## src/rtl/serial_full_subtractor.sv

```systemverilog
// rtl/serial_full_subtractor.sv - bit-serial D = A - B - B_in, one bit per clock, LSB first
// Optional signed-overflow output OVF is built when SERIAL_SUB_OVF_EN is defined.
module serial_full_subtractor #(
  parameter int WIDTH = 8
) (
  input  logic             clk,
  input  logic             rst,
  input  logic             start,
  input  logic [WIDTH-1:0] A,
  input  logic [WIDTH-1:0] B,
  input  logic             B_in,
  output logic [WIDTH-1:0] D,
  output logic             B_out,
`ifdef SERIAL_SUB_OVF_EN
  output logic             OVF,
`endif
  output logic             busy,
  output logic             done
);

  localparam int CW = $clog2(WIDTH);

  typedef enum logic [1:0] {IDLE, RUN, DONE} state_t;

  state_t        state, state_next;
  logic [WIDTH-1:0] a_sh, b_sh;
  logic          brw;
  logic [CW-1:0] cnt;
  logic          a0, b0, diff, brw_next, last, accept;

  assign a0       = a_sh[0];
  assign b0       = b_sh[0];
  assign diff     = a0 ^ b0 ^ brw;
  assign brw_next = (~a0 & b0) | (~(a0 ^ b0) & brw);
  assign last     = (cnt == CW'(WIDTH - 1));
  assign accept   = start && ((state == IDLE) || (state == DONE));

  always_ff @(posedge clk or posedge rst) begin
    if (rst) state <= IDLE;
    else     state <= state_next;
  end

  always_comb begin
    state_next = state;
    case (state)
      IDLE:    if (start) state_next = RUN;
      RUN:     if (last) state_next = DONE;
      DONE:    state_next = start ? RUN : IDLE;
      default: state_next = IDLE;
    endcase
  end

  always_comb begin
    busy = (state == RUN);
    done = (state == DONE);
  end

  // a_sh doubles as the result register: each difference bit enters at the MSB
  // as the consumed minuend bit leaves at the LSB, so after WIDTH shifts it holds D.
  always_ff @(posedge clk or posedge rst) begin
    if (rst) begin
      a_sh  <= '0;
      b_sh  <= '0;
      brw   <= 1'b0;
      cnt   <= '0;
      D     <= '0;
      B_out <= 1'b0;
`ifdef SERIAL_SUB_OVF_EN
      OVF   <= 1'b0;
`endif
    end else if (accept) begin
      a_sh <= A;
      b_sh <= B;
      brw  <= B_in;
      cnt  <= '0;
    end else if (state == RUN) begin
      a_sh <= {diff, a_sh[WIDTH-1:1]};
      b_sh <= b_sh >> 1;
      brw  <= brw_next;
      cnt  <= cnt + CW'(1);
      if (last) begin
        D     <= {diff, a_sh[WIDTH-1:1]};
        B_out <= brw_next;
`ifdef SERIAL_SUB_OVF_EN
        // borrow into the MSB position versus borrow out of it
        OVF   <= brw ^ brw_next;
`endif
      end
    end
  end

endmodule

```

## config.mk

```make
export PLATFORM = sky130hd
export DESIGN_NAME = serial_full_subtractor
export DESIGN_NICKNAME = d
export VERILOG_FILES = /design/src/rtl/serial_full_subtractor.sv
export SDC_FILE = /design/constraint.sdc
export NUM_CORES = 1
export LEC_CHECK = 0
export ABC_AREA = 1
export CAP_MARGIN = 10
export CORE_UTILIZATION = 40
export CTS_BUF_LIST = sky130_fd_sc_hd__clkbuf_8 sky130_fd_sc_hd__clkbuf_16
export DETAILED_ROUTE_END_ITERATION = 12
export PLACE_DENSITY_LB_ADDON = 0.25
export SLEW_MARGIN = 20
export SYNTH_ARGS = -nofsm -noshare
export SYNTH_HDL_FRONTEND = slang
export SYNTH_SLANG_ARGS = --single-unit
```

## constraint.sdc

```tcl
create_clock -name clk -period 1.3 [get_ports clk]
set_clock_uncertainty 0.15 [all_clocks]
set_input_delay 0.13 -clock clk [delete_from_list [all_inputs] [get_ports clk]]
set_output_delay 0.13 -clock clk [all_outputs]
set_load 0.05 [all_outputs]
```

==> reports/results.ini <==
[run_status]
status = complete, but fails checks
violations = negative setup slack

[placed_design]
place_area_um2 = 1930
place_congestion = 0.776
dp_hpwl_mm = 2.21
portBuffers = 30
dpl.cell_count = 242

[worst_setup_path]
cpLargestDelayFamily = flip-flops
r2r-end = state[0]
endpoint_kind = output pin
r2r_slack_ns = -0.05
startpoint = state[1]
crit_path_max_incr_delay_ns = 0.40
timing.critical_path.buf_inv = 3
setup.worst_path.start_class = flop
cp.arrival_ns = 1.12
crit_fanout = 2
timing.rr.start = state[1]
crit_type = flop to output pin
worst_path_most_repeated_cell = buf_6
r2r_cells = 4
endpoint = busy
crit_path_top_delay_cell = dfrtp_1
critical_path_depth = 4
critical_path_required_ns = 1.02
path_cells = buf_6 -> nor2_4 -> buf_6 -> buf_12

[clock_tree]
clk_latency_ns = 0.28
cts_sinks = 31
cts-htree-levels = 2
cts_tree = done
clock_path_buffers = 2
cts_buffers = 5
cts_root_buffer = clkbuf_8
clk_pin_slew_worst_paths_ns = 0.06

[timing]
final-setup-viol-count = 15
layout_setup_ws_ns = -0.104
finalCritPeriodShare_pct = 108
grt_setup_unrepaired = yes
post-route-min-period_ns = 1.40
whs_ns = 0.0375
max_freq_mhz = 712
final_max_slew_viol_count = 0
hold_violations = 0
slew-limit-headroom_pct = 80.7
tightest_slew_ns = 0.288

[drt]
dr.pass1.iters = 4
drt_wl_total_mm = 3.13
first_iter_violations = 47
route.detailed.drc = 0
routedWlPerCell_um = 12.4
ant_nets = 0
num_vias = 1239
routed_via_density = 4.92

[floorplan]
initial_core_util_pct = 43.5
dieArea_um2 = 3660
rows = 20
core-area_um2 = 3150
die_y_um = 60.5
io_pins = 31
die_w_um = 60.5

[logic_synthesis]
synth_xor_area_share_pct = 0
synth_top_area_share_pct = 56.6
synth_top_family_by_area = simple AND/OR/NAND/NOR gates
yosys_register_bits = 31
synthDistinctLibCells = 13
muxShareOfSynthArea_pct = 0
yosysWarnings = 0
syn-cell-area_um2 = 1370
synth_compound_area_share_pct = 0.731
synthAdderAreaFrac_pct = 3.29
syn_nets = 184
synth_simple_gate_area_share_pct = 34.5
synth_seq_area_share_pct = 56.6
synth.area.top_cells = dfrtp_1 57%, nand2_1 19%, nand3_1 13%
postSynthCellCount = 161
synth_largest_area_cell = dfrtp_1
avgSynthCellArea_um2 = 8.51

[global_routing]
use_met3_pct = 5.76
grt_pass1_vias = 1178
grt_use_met1_pct = 24.6
grt_max_degree = 32
antenna_found_initial = 0
grt-busiest-layer = met2
grt_use_total_pct = 19.8
grt_use_met2_pct = 34.2
globalRoute.totalOverflow = 0
grt_pass1_wl_mm = 5.25

[layout]
fin_cells = 252
diodes = 0
finalInstanceArea_um2 = 2070
final_core_util_pct = 65.8
area_delta_synth_final_pct = 51.4
layout-drive-gt1-share_pct = 19.7
fin_nets = 230
fillCellCount = 276

[job]
maxCapViolations = 0

[pwr]
netSwitchingPower_mw = 2.33
pwr-share-seq_pct = 33.0
p_per_area_nw_per_um2 = 2670
peakVddDrop_mv = 1.04
p_int_mw = 3.20
clkPwrFrac_pct = 12.5
combinationalPowerShare_pct = 54.5
p_leak_nw = 1.02
swShare_pct = 42.2

[min_path]
hp-class = input pin to async pin

sequential cells by signal, summed over array words and instances, names as in the netlist:
register,flops
a_sh,8
b_sh,8
brw,1
cnt,3
D,8
state,2
B_out,1
power groups by stage:
stage,Combinational (mW),Clock (mW),Sequential [mW]
floorplan,1.17,0,2.19
global placement,2.80,0,1.81
detailed placement,2.89,0,1.83
CTS,2.99,0.706,1.82
global route,3.29,0.765,1.89
finish,3.02,0.693,1.83
cells in the final DEF, fill, tap and decap left out, drive strengths merged:
cell / n
nand2: 70
nand3: 36
dfrtp: 31
buf: 25
clkdlybuf4s50: 19
inv: 11
clkbuf: 5
nor2: 5
o21ai: 2
ha: 2
fa: 1
clkinv: 1
final cells by class:
type / instances / area [um2] / area share [%]
Inverter: 9 / 36.3 / 1.75
Multi-Input combinational cell: 116 / 574 / 27.7
Sequential cell: 31 / 776 / 37.4
Clock inverter: 3 / 12.5 / 0.603
Timing Repair Buffer: 44 / 552 / 26.6
Clock buffer: 5 / 68.8 / 3.32
Tap cell: 44 / 55.1 / 2.65
worst min-delay path by stage:
stage	start	cells after the start	to	slack (ns)
3_5_place_dp	rst	3	a_sh[2]	0.34
2_1_floorplan	rst	1	B_out	0.08
6_report	rst	3	a_sh[2]	0.04
5_1_grt	rst	3	a_sh[3]	0.05
3_3_place_gp	b_sh[2]	2	b_sh[1]	0.32
4_1_cts	rst	3	a_sh[2]	0.05
Yosys cell counts:
master / count
nand3_1: 36
nor2_1: 1
nand2_1: 69
buf_4: 1
nor2_4: 1
o21ai_0: 2
buf_2: 5
dfrtp_1: 31
ha_1: 2
nor2_2: 2
nand2_2: 1
inv_1: 9
fa_1: 1
per-layer routing:
metal	up-vias	wire length, um
li1	603	-
met4	0	29
met5	-	0
met1	586	1330
met2	46	1570
met3	4	195
tightest hold or removal path: cells and delay by family:
family / cells / cell delay, ns
buffers and inverters: 3 / 0.69
logic make-up after synthesis:
| group | count (synthesis) |
|---|---|
| AND/OR/NAND/NOR | 110 |
| flip-flops | 31 |
| AO/OA/AOI/OAI | 2 |
| buffers and inverters | 15 |
| adder cells (fa/ha/maj) | 3 |
stage by stage:
stage | total power, mW | setup WS, ns | TNS (ns)
2_1_floorplan | 3.37 | 0.00813 | 0
3_3_place_gp | 4.61 | -0.0353 | -0.0829
3_5_place_dp | 4.72 | -0.0617 | -0.695
4_1_cts | 5.52 | -0.113 | -0.237
5_1_grt | 5.94 | -0.159 | -2.08
6_report | 5.54 | -0.104 | -0.420
repair_timing:
item                       CTS  global route
pin swaps                    6             2
gates resized for setup      6             6
buffers inserted             1             0
hold buffers                 0             0
setup endpoints to repair   12            32
cloned                       1             0
Power figures use the tool's default switching activity.
